--- src/rtl/uart_pkg.sv ---
`default_nettype none
// ============================================================================
// Module      : uart_pkg
// Description : Shared definitions for the UART transmit arbiter: default
//               payload width, arbiter state encoding and a helper that sizes
//               the start-timeout counter.
// Revision    : 1.0 - initial release
// ============================================================================
package uart_pkg;

    // Default payload width; must match the transmitter data port.
    localparam int c_DATA_W = 8;

    // Arbiter/sequencer state encoding.
    localparam logic [1:0] c_ST_IDLE       = 2'd0;
    localparam logic [1:0] c_ST_LOAD       = 2'd1;
    localparam logic [1:0] c_ST_WAIT_START = 2'd2;
    localparam logic [1:0] c_ST_WAIT_DONE  = 2'd3;

    // Width of a counter that must hold values 0 .. max_count-1 (at least 1 bit).
    function automatic int cnt_width(input int max_count);
        if (max_count > 1) begin
            return $clog2(max_count);
        end
        return 1;
    endfunction

endpackage
`default_nettype wire

--- src/rtl/uart_rr_pick.sv ---
`default_nettype none
// ============================================================================
// Module      : uart_rr_pick
// Description : Combinational round-robin picker. Selects the first valid
//               requester at or after the priority pointer, wrapping modulo
//               N_REQ.
// Ports       : i_req_valid - per-requester valid
//               i_ptr       - highest-priority index this round (< N_REQ)
//               o_any       - at least one requester valid
//               o_winner    - index of selected requester
//               o_onehot    - one-hot of o_winner, all zero when !o_any
// Revision    : 1.0 - initial release
// ============================================================================
module uart_rr_pick #(
    parameter int N_REQ = 4,
    parameter int IDX_W = $clog2(N_REQ)
) (
    input  logic [N_REQ-1:0] i_req_valid,
    input  logic [IDX_W-1:0] i_ptr,
    output logic             o_any,
    output logic [IDX_W-1:0] o_winner,
    output logic [N_REQ-1:0] o_onehot
);

    // Rotate the valid vector so bit k corresponds to requester (ptr+k) mod N.
    logic [N_REQ-1:0] w_rot;
    logic [IDX_W:0]   w_idx;

    assign w_rot = N_REQ'({i_req_valid, i_req_valid} >> i_ptr);

    // Scan from the farthest offset down to offset 0 so the nearest valid
    // requester is the last one written and therefore wins.
    always_comb begin
        o_any    = 1'b0;
        o_winner = '0;
        w_idx    = '0;
        for (int i = N_REQ - 1; i >= 0; i--) begin
            if (w_rot[i]) begin
                w_idx = {1'b0, i_ptr} + (IDX_W + 1)'(i);
                if (w_idx >= (IDX_W + 1)'(N_REQ)) begin
                    w_idx = w_idx - (IDX_W + 1)'(N_REQ);
                end
                o_any    = 1'b1;
                o_winner = w_idx[IDX_W-1:0];
            end
        end
    end

    assign o_onehot = o_any ? (N_REQ'(1) << o_winner) : '0;

endmodule
`default_nettype wire

--- src/rtl/uart_tx_arbiter.sv ---
`default_nettype none
// ============================================================================
// Module      : uart_tx_arbiter
// Description : Round-robin arbiter and sequencer feeding one byte at a time
//               to a single UART transmitter. Parity configuration is latched
//               per frame; a transmitter that never reports busy after a start
//               pulse is flagged and the byte is dropped.
// Ports       : clk1            - single clock
//               rst             - synchronous reset, active low
//               req_valid/data  - per-requester byte offer
//               req_ready       - one-hot accept (IDLE only)
//               cfg_parity_*    - requested parity settings
//               tx_data/_valid  - byte and one-cycle start pulse to transmitter
//               tx_parity_*     - frame-stable parity settings
//               tx_busy         - transmitter shifting a frame
//               grant_id        - owner of current/last frame
//               timeout_err     - one-cycle pulse, transmitter never started
// Revision    : 1.0 - initial release
// ============================================================================
module uart_tx_arbiter
    import uart_pkg::*;
#(
    parameter int N_REQ         = 4,
    parameter int DATA_W        = c_DATA_W,
    parameter int START_TIMEOUT = 16
) (
    input  logic                      clk1,
    input  logic                      rst,
    input  logic [N_REQ-1:0]          req_valid,
    input  logic [N_REQ*DATA_W-1:0]   req_data,
    output logic [N_REQ-1:0]          req_ready,
    input  logic                      cfg_parity_en,
    input  logic                      cfg_parity_type,
    output logic [DATA_W-1:0]         tx_data,
    output logic                      tx_data_valid,
    output logic                      tx_parity_en,
    output logic                      tx_parity_type,
    input  logic                      tx_busy,
    output logic [$clog2(N_REQ)-1:0]  grant_id,
    output logic                      timeout_err
);

    localparam int                 c_IDX_W    = $clog2(N_REQ);
    localparam int                 c_CNT_W    = cnt_width(START_TIMEOUT);
    localparam logic [c_CNT_W-1:0] c_CNT_LAST = c_CNT_W'(START_TIMEOUT - 1);
    localparam logic [c_IDX_W-1:0] c_IDX_LAST = c_IDX_W'(N_REQ - 1);

    logic [1:0]         r_state;
    logic [1:0]         w_next_state;
    logic [c_IDX_W-1:0] r_ptr;
    logic [c_CNT_W-1:0] r_cnt;
    logic [DATA_W-1:0]  r_tx_data;
    logic [c_IDX_W-1:0] r_grant_id;
    logic               r_parity_en;
    logic               r_parity_type;
    logic               r_timeout_err;

    logic               w_any;
    logic [c_IDX_W-1:0] w_winner;
    logic [N_REQ-1:0]   w_onehot;
    logic [DATA_W-1:0]  w_sel_data;
    logic               w_accept;
    logic               w_timeout;

    uart_rr_pick #(
        .N_REQ (N_REQ),
        .IDX_W (c_IDX_W)
    ) u_pick (
        .i_req_valid (req_valid),
        .i_ptr       (r_ptr),
        .o_any       (w_any),
        .o_winner    (w_winner),
        .o_onehot    (w_onehot)
    );

    // A winner in IDLE is always valid and ready, so any request means a transfer.
    assign w_accept  = (r_state == c_ST_IDLE) && w_any;
    assign w_timeout = (r_state == c_ST_WAIT_START) && !tx_busy && (r_cnt == c_CNT_LAST);

    // State register
    always_ff @(posedge clk1) begin
        if (!rst) begin
            r_state <= c_ST_IDLE;
        end else begin
            r_state <= w_next_state;
        end
    end

    // Next-state logic
    always_comb begin
        w_next_state = r_state;
        case (r_state)
            c_ST_IDLE: begin
                if (w_any) w_next_state = c_ST_LOAD;
            end
            c_ST_LOAD: begin
                w_next_state = c_ST_WAIT_START;
            end
            c_ST_WAIT_START: begin
                if (tx_busy) begin
                    w_next_state = c_ST_WAIT_DONE;
                end else if (r_cnt == c_CNT_LAST) begin
                    w_next_state = c_ST_IDLE;
                end
            end
            c_ST_WAIT_DONE: begin
                if (!tx_busy) w_next_state = c_ST_IDLE;
            end
            default: begin
                w_next_state = c_ST_IDLE;
            end
        endcase
    end

    // Outputs; gated by reset so nothing is offered while reset is asserted.
    always_comb begin
        req_ready     = '0;
        tx_data_valid = 1'b0;
        if (rst) begin
            case (r_state)
                c_ST_IDLE: req_ready     = w_onehot;
                c_ST_LOAD: tx_data_valid = 1'b1;
                default:   ;
            endcase
        end
    end

    // Byte of the winning requester
    always_comb begin
        w_sel_data = '0;
        for (int i = 0; i < N_REQ; i++) begin
            if (w_winner == c_IDX_W'(i)) begin
                w_sel_data = req_data[i*DATA_W +: DATA_W];
            end
        end
    end

    // Frame registers, priority pointer and start-timeout counter
    always_ff @(posedge clk1) begin
        if (!rst) begin
            r_ptr         <= '0;
            r_cnt         <= '0;
            r_tx_data     <= '0;
            r_grant_id    <= '0;
            r_parity_en   <= 1'b0;
            r_parity_type <= 1'b0;
            r_timeout_err <= 1'b0;
        end else begin
            r_timeout_err <= w_timeout;
            if (w_accept) begin
                r_tx_data     <= w_sel_data;
                r_grant_id    <= w_winner;
                r_parity_en   <= cfg_parity_en;
                r_parity_type <= cfg_parity_type;
                r_ptr         <= (w_winner == c_IDX_LAST) ? '0 : w_winner + c_IDX_W'(1);
            end
            if (r_state == c_ST_LOAD) begin
                r_cnt <= '0;
            end else if ((r_state == c_ST_WAIT_START) && !tx_busy && (r_cnt != c_CNT_LAST)) begin
                r_cnt <= r_cnt + c_CNT_W'(1);
            end
        end
    end

    assign tx_data        = r_tx_data;
    assign tx_parity_en   = r_parity_en;
    assign tx_parity_type = r_parity_type;
    assign grant_id       = r_grant_id;
    assign timeout_err    = r_timeout_err;

endmodule
`default_nettype wire

--- config.mk ---
export PLATFORM = sky130hd
export DESIGN_NAME = uart_tx_arbiter
export DESIGN_NICKNAME = d
export VERILOG_FILES = /design/src/rtl/uart_pkg.sv /design/src/rtl/uart_rr_pick.sv /design/src/rtl/uart_tx_arbiter.sv
export SDC_FILE = /design/constraint.sdc
export NUM_CORES = 1
export LEC_CHECK = 0
export CORE_ASPECT_RATIO = 0.75
export CORE_UTILIZATION = 45
export DETAILED_ROUTE_END_ITERATION = 6
export PLACE_DENSITY = 0.93
export SYNTH_ARGS = -nofsm -noshare
export SYNTH_HDL_FRONTEND = slang
export SYNTH_SLANG_ARGS = --single-unit
--- constraint.sdc ---
create_clock -name clk1 -period 4.7 [get_ports clk1]
set_clock_uncertainty 0.1 [all_clocks]
set_input_delay 0.94 -clock clk1 [delete_from_list [all_inputs] [get_ports clk1]]
set_output_delay 0.94 -clock clk1 [all_outputs]
set_load 0.05 [all_outputs]
After elaboration in Yosys (flattened, before gate mapping)
Index checks and enable logic that the tools add are counted.
Cells by class
  add/subtract/negate cells: 9
  multipliers: 0
  div/mod/pow operators: 0
  order comparisons: 4
  equality and inequality tests: 11
  shift operators: 2
  mux-type cells: 27
  bitwise logic cells: 1
  reductions and logical operators: 9
Operator list (number)
  2-to-1 mux 8 bit: 4
  2-to-1 mux 2 bit: 13
  2-to-1 mux 4 bit: 3
  >= comparator 3 bit, second input constant: 3
  == test 2 bit, second input constant: 4
  case mux 2 bit (4 select lines): 1
  right shift 8 x 2 -> 4 bit: 1
  subtractor 2 x 1 -> 2 bit, second input constant: 4
  adder 2 x 2 -> 3 bit, second input constant: 2
  2-to-1 mux 1 bit: 6
  adder 4 x 1 -> 4 bit, second input constant: 1
  == test 2 x 1 -> 1 bit, second input constant: 2
  == test 4 bit, second input constant: 1
  logical AND 1 bit: 4
  logical NOT 2 bit: 2
  != test 4 bit, second input constant: 1
  left shift 1 x 2 -> 4 bit, first input constant: 1
  adder 2 x 1 -> 3 bit, second input constant: 1
  >= comparator 2 x 3 -> 1 bit, second input constant: 1
  != test 3 x 2 -> 1 bit, second input constant: 1
  AND reduction 3 bit: 1
  adder 2 x 1 -> 2 bit, second input constant: 1
  != test 2 x 1 -> 1 bit, second input constant: 1
  != test 2 bit, second input constant: 1
  3 further kinds: 3
Word-level totals
  register bits: 21
  bits in latches: 0
  memory bits (writable): 0
  ROM bits: 0
  input port bits: 41
  output and inout bits: 18
  logic and storage cells: 71
  memories: 0

Depth between registers and ports, before layout
  depth after elaboration: 12
  gate-level depth with buffers: 9
  mapped depth without buffers: 7

Modules after synthesis
Synthesis repeated with hierarchy kept, for this count alone.
Second synthesis, totals
  cells, all modules: 181
  area total of the unflattened synthesis: 1317.5 sq um
By module, submodules not included
  uart_tx_arbiter: times used 1, cells an instance 149, area each 1138.6 sq um, seq. area each 420.4 sq um
  uart_rr_pick: times used 1, cells an instance 32, area each 178.9 sq um, seq. area each 0.0 sq um

Least setup slack after synthesis
OpenSTA, ideal clock, no wires.
  path kind: input to output
  start: input port req_valid[1]
  end: output port req_ready[2]
  data arrival time: 2.675 ns
  path slack: 0.985 ns
  stages: 7
  buffers on the path: 2
  cell sequence: or3b_2 > o221a_2 > inv_1 > ha_1 > buf_2 > clkbuf_1 > and3_1
Between the ends
  longest elaborated chain between the ends: 9
Ends and longest elaborated chain
  from (decl): RTL line uart_tx_arbiter.sv:29  | input logic [N_REQ-1:0] req_valid,
  right shift 8 x 2 -> 4 bit *: RTL line uart_rr_pick.sv:29  | assign w_rot = N_REQ'({i_req_valid, i_req_valid} >> i_ptr);
  2-to-1 mux 2 bit (3 in series): RTL line uart_rr_pick.sv:38  | if (w_rot[i]) begin
  2-to-1 mux 2 bit *: RTL line uart_rr_pick.sv:38
  net u_pick.o_winner[0]: RTL line uart_rr_pick.sv:21  | output logic [IDX_W-1:0] o_winner,
  left shift 1 x 2 -> 4 bit *: RTL line uart_rr_pick.sv:49  | assign o_onehot = o_any ? (N_REQ'(1) << o_winner) : '0;
  2-to-1 mux 4 bit *: RTL line uart_rr_pick.sv:49
  2-to-1 mux 4 bit *: RTL line uart_tx_arbiter.sv:120  | case (r_state)
  2-to-1 mux 4 bit *: RTL line uart_tx_arbiter.sv:119  | if (rst) begin
  to (decl): RTL line uart_tx_arbiter.sv:31  | output logic [N_REQ-1:0] req_ready,
The timed path passes the listed nets; every way through them passes the cells marked *.

Final worst setup path
  start: input port req_valid[1]
  end: output port req_ready[3]
The elaborated chain is that of the path after synthesis.

==> run summary <==
ROUTING
------------------------------------------------------------------------------------------------------
Total length of routed wires ............................................................      3.71 mm
First-pass detailed-route iteration total ...............................................            4
Uppermost routed layer ..................................................................         met4
Detailed-routed wire length on met2 .....................................................      1.89 mm
Sum of met3 wire segment lengths after detailed routing .................................  215 microns
Avg WL per Cell ......................................................................... 14.7 microns
Average vias per placed instance ........................................................         5.83
Remaining antenna violation count .......................................................            0
Length of routed wiring on met1 .........................................................      1.58 mm
Violation count after the first detailed-route iteration ................................          104
Drt drc .................................................................................            0
Total via count after detailed routing ..................................................         1470

CELLS AND AREA
------------------------------------------------------------------------------------------------------
Area used by multi-input combinational logic ............................................    800 sq um
Number of nets in the finished design ...................................................          263
Leading cell type in the layout, fill and taps excluded ................................. sky130_fd_sc_hd__clkdlybuf4s50_1
Share of cells above drive strength 1 ...................................................        0.111
Synth-to-layout area growth .............................................................        47.1%
Area occupied by registers ..............................................................    420 sq um
Post-route standard cell area excluding fillers ......................................... 0.00195 sq mm
Commonest non-fill, non-tap cells in the layout ......................................... 54 x sky130_fd_sc_hd__clkdlybuf4s50_1, 21 x sky130_fd_sc_hd__dfxtp_1, 17 x sky130_fd_sc_hd__a21oi_1
Diode count .............................................................................            0
Filler Cell Count .......................................................................          221

FLOORPLAN
------------------------------------------------------------------------------------------------------
Full die area ........................................................................... 0.00317 sq mm
Die height .............................................................................. 49.0 microns
Number of primary I/O pins ..............................................................           59
Number of rows created at floorplan .....................................................           16
Initial Util ............................................................................        0.491
Horizontal die dimension ................................................................ 64.7 microns
CORE AREA ............................................................................... 0.00270 sq mm

WORST SETUP PATH
------------------------------------------------------------------------------------------------------
Crit path from .......................................................................... req_valid[1]
Slowest stage delay, CP .................................................................      0.53 ns
Startpoint of the worst register-to-register path .......................................     r_ptr[1]
Critical path cell sequence ............................................................. clkdlybuf4s50_1 -> a21boi_0 -> o221a_2 -> ha_1 -> and3_1 -> buf_4
Critical path launch point type .........................................................    input pin
Critical Path End Type .................................................................. primary output
Worst Setup Path Type ................................................................... input pin to primary output
WP data required ........................................................................      3.66 ns
Crit-path max FO ........................................................................           17
Worst endpoint data arrival time ........................................................      3.05 ns
Crit path max-delay cell type ........................................................... sky130_fd_sc_hd__clkdlybuf4s50_1

CTS
------------------------------------------------------------------------------------------------------
Root Buffer ............................................................................. sky130_fd_sc_hd__clkbuf_8
CTS tree ................................................................................         done
Clk buf depth ...........................................................................            2
Clock transition at the register clock pins on the worst setup and hold paths after CTS .      0.07 ns
# clock sinks ...........................................................................           21
Post-CTS repair timing setup buffer count ...............................................            0
Number of hold-repair buffers added at the cts stage ....................................            0
Depth of the CTS H-tree .................................................................            1
CTS Buf Count ...........................................................................            3
Post-cts sizing count ...................................................................            0
Clock network latency to the later pin of the worst-skew pair ...........................      0.27 ns

PLACED DESIGN
------------------------------------------------------------------------------------------------------
Global placement routability congestion .................................................        0.826
Sum of net half-perimeters after detailed placement .....................................      2.86 mm
Placed Instance Area .................................................................... 0.00190 sq mm
Port-buffer cells .......................................................................           58

SYNTHESIS
------------------------------------------------------------------------------------------------------
Distinct cell type count of the synthesized netlist .....................................           38
Warnings from Yosys .....................................................................            0
Syn_area_per_cell .......................................................................   8.09 sq um
Number of synthesized register bits .....................................................           21
Syn Std Cell Area ....................................................................... 0.00133 sq mm
Mapped Cells ............................................................................          164
Synthesized Nets ........................................................................          210
Sequential share of the synthesized area ................................................        0.317

TIMING
------------------------------------------------------------------------------------------------------
Final period util .......................................................................        0.870
Final setup violation count .............................................................            0
Tightest slew margin relative to the limit ..............................................        0.284
Hold Slack ..............................................................................     0.385 ns
Final worst path period need ............................................................      4.09 ns
Final hold violation count ..............................................................            0
Number of max-slew violations in the final report .......................................            0
Sum of negative setup slack .............................................................         0 ns
Actual slew at the worst max-slew pin ...................................................      1.07 ns
Fmax achieved ...........................................................................      245 MHz
Setup repair after global routing missed its margin .....................................        false

GLOBAL ROUTING
------------------------------------------------------------------------------------------------------
Total routing resource utilization after global routing .................................        0.253
Vias in the first global route ..........................................................         1411
Total overflow reported by the global router ............................................            0
Number of antenna violations at the first check in global routing .......................            0
Maximum number of pins on one net before global-route repair ............................           20
Global-route wire length before repair ..................................................      6.30 mm

JOB
------------------------------------------------------------------------------------------------------
Number of max-capacitance violations reported ...........................................            0

POWER
------------------------------------------------------------------------------------------------------
Total Power Consumption .................................................................       699 uW
VDD IR-drop max .........................................................................       204 uV
Total power divided by cell area ........................................................  358 mW/mm^2
Static Leakage ..........................................................................  0.000777 uW

STATUS
------------------------------------------------------------------------------------------------------
Run status .............................................................................. finished, final reports clean

MIN PATH
------------------------------------------------------------------------------------------------------
Launch instance of the worst min-delay path .............................................  grant_id[0]
Worst min-delay path category ........................................................... flip-flop to flip-flop

critical path: cells and delay by family:
kind | cells | cell delay, ns
AOI/OAI and AO/OA | 2 | 0.59
adders and majority gates | 1 | 0.53
buffers and inverters | 2 | 0.73
and+or+nand+nor | 1 | 0.26
flip-flops by register name, summed over array words and instances (netlist names):
signal / count
timeout_err: 1
grant_id: 2
r_ptr: 2
r_cnt: 4
tx_data: 8
r_state: 2
tx_parity_en: 1
tx_parity_type: 1
synth_stat cells:
cell type,count,share of area
sky130_fd_sc_hd__nor2b_1,1,0.0047
sky130_fd_sc_hd__a311oi_1,1,0.0066
sky130_fd_sc_hd__o32ai_1,2,0.013
sky130_fd_sc_hd__mux2i_1,1,0.0075
sky130_fd_sc_hd__nor3_1,1,0.0038
sky130_fd_sc_hd__a21oi_2,1,0.0066
sky130_fd_sc_hd__a31oi_1,1,0.0047
sky130_fd_sc_hd__buf_6,2,0.017
sky130_fd_sc_hd__o221a_2,6,0.051
sky130_fd_sc_hd__nand3b_1,8,0.045
sky130_fd_sc_hd__or2_2,2,0.0094
sky130_fd_sc_hd__nor2_1,7,0.020
sky130_fd_sc_hd__inv_1,11,0.031
sky130_fd_sc_hd__nand4_1,1,0.0047
sky130_fd_sc_hd__or3b_2,1,0.0066
sky130_fd_sc_hd__and4b_1,1,0.0075
sky130_fd_sc_hd__nor3b_1,1,0.0057
sky130_fd_sc_hd__or3_1,2,0.0094
sky130_fd_sc_hd__and3_1,5,0.024
sky130_fd_sc_hd__clkbuf_1,5,0.014
sky130_fd_sc_hd__or4_1,1,0.0057
sky130_fd_sc_hd__buf_1,1,0.0028
sky130_fd_sc_hd__or3b_1,1,0.0066
sky130_fd_sc_hd__nor4_1,1,0.0047
sky130_fd_sc_hd__a221oi_1,8,0.053
sky130_fd_sc_hd__a21oi_1,17,0.064
sky130_fd_sc_hd__o21ai_0,5,0.019
sky130_fd_sc_hd__nand2b_1,2,0.0094
sky130_fd_sc_hd__dfxtp_1,21,0.32
sky130_fd_sc_hd__nand3_1,13,0.049
sky130_fd_sc_hd__a21boi_0,1,0.0057
sky130_fd_sc_hd__nand3_2,3,0.023
sky130_fd_sc_hd__a211oi_2,1,0.0094
sky130_fd_sc_hd__buf_2,4,0.015
sky130_fd_sc_hd__ha_1,5,0.047
sky130_fd_sc_hd__nand2_1,16,0.045
sky130_fd_sc_hd__o31ai_1,1,0.0057
sky130_fd_sc_hd__o221a_1,3,0.025
per-stage QoR:
| stage | worst slack, ns | cells | utilization |
|---|---|---|---|
| 5_1_grt | 0.464 | 252 | 0.722 |
| 3_3_place_gp | 0.744 | 248 | 0.705 |
| 2_1_floorplan | 0.985 | 164 | - |
| 4_1_cts | 0.621 | 252 | 0.722 |
| 6_report | 0.612 | 252 | 0.722 |
| 3_5_place_dp | 0.629 | 248 | 0.705 |
power by group:
group | switching, uW | internal, uW
combinational | 206 | 147
sequential | 20.5 | 205
clock | 61.2 | 59.2
total | 287 | 412
cell families (layout without fill, tap and decap cells):
logic type / count (synthesis) / after routing / synth area share
and+or+nand+nor: 67 / 67 / 0.284
AOI/OAI and AO/OA: 47 / 47 / 0.264
buffers and inverters: 23 / 75 / 0.0802
DFF: 21 / 21 / 0.317
adders and majority gates: 5 / 5 / 0.0472
muxes: 1 / 1 / 0.00755
worst paths after layout:
kind,cells after the start,slack [ns],endpoint
worst max-delay path,6,0.61,req_ready[3]
worst min-delay path,2,0.38,grant_id[0]
worst max register to register,7,2.23,tx_data[5]
worst min register to register,2,0.38,grant_id[0]
layer usage:
layer  GRT usage  up-vias
met2       0.454       59
met4      0.0704        0
met3      0.0537        5
met1       0.302      690
li1            -      716
met5           0        -
area by class of cell:
class,count,share of cell area
clock buffer,3,0.0212
clock inverter,1,0.00257
inverter,11,0.0212
multi-input combinational,120,0.410
sequential,21,0.216
tap,36,0.0231
timing repair buffer,60,0.307
No activity file was read; power rests on OpenSTA's default activity.
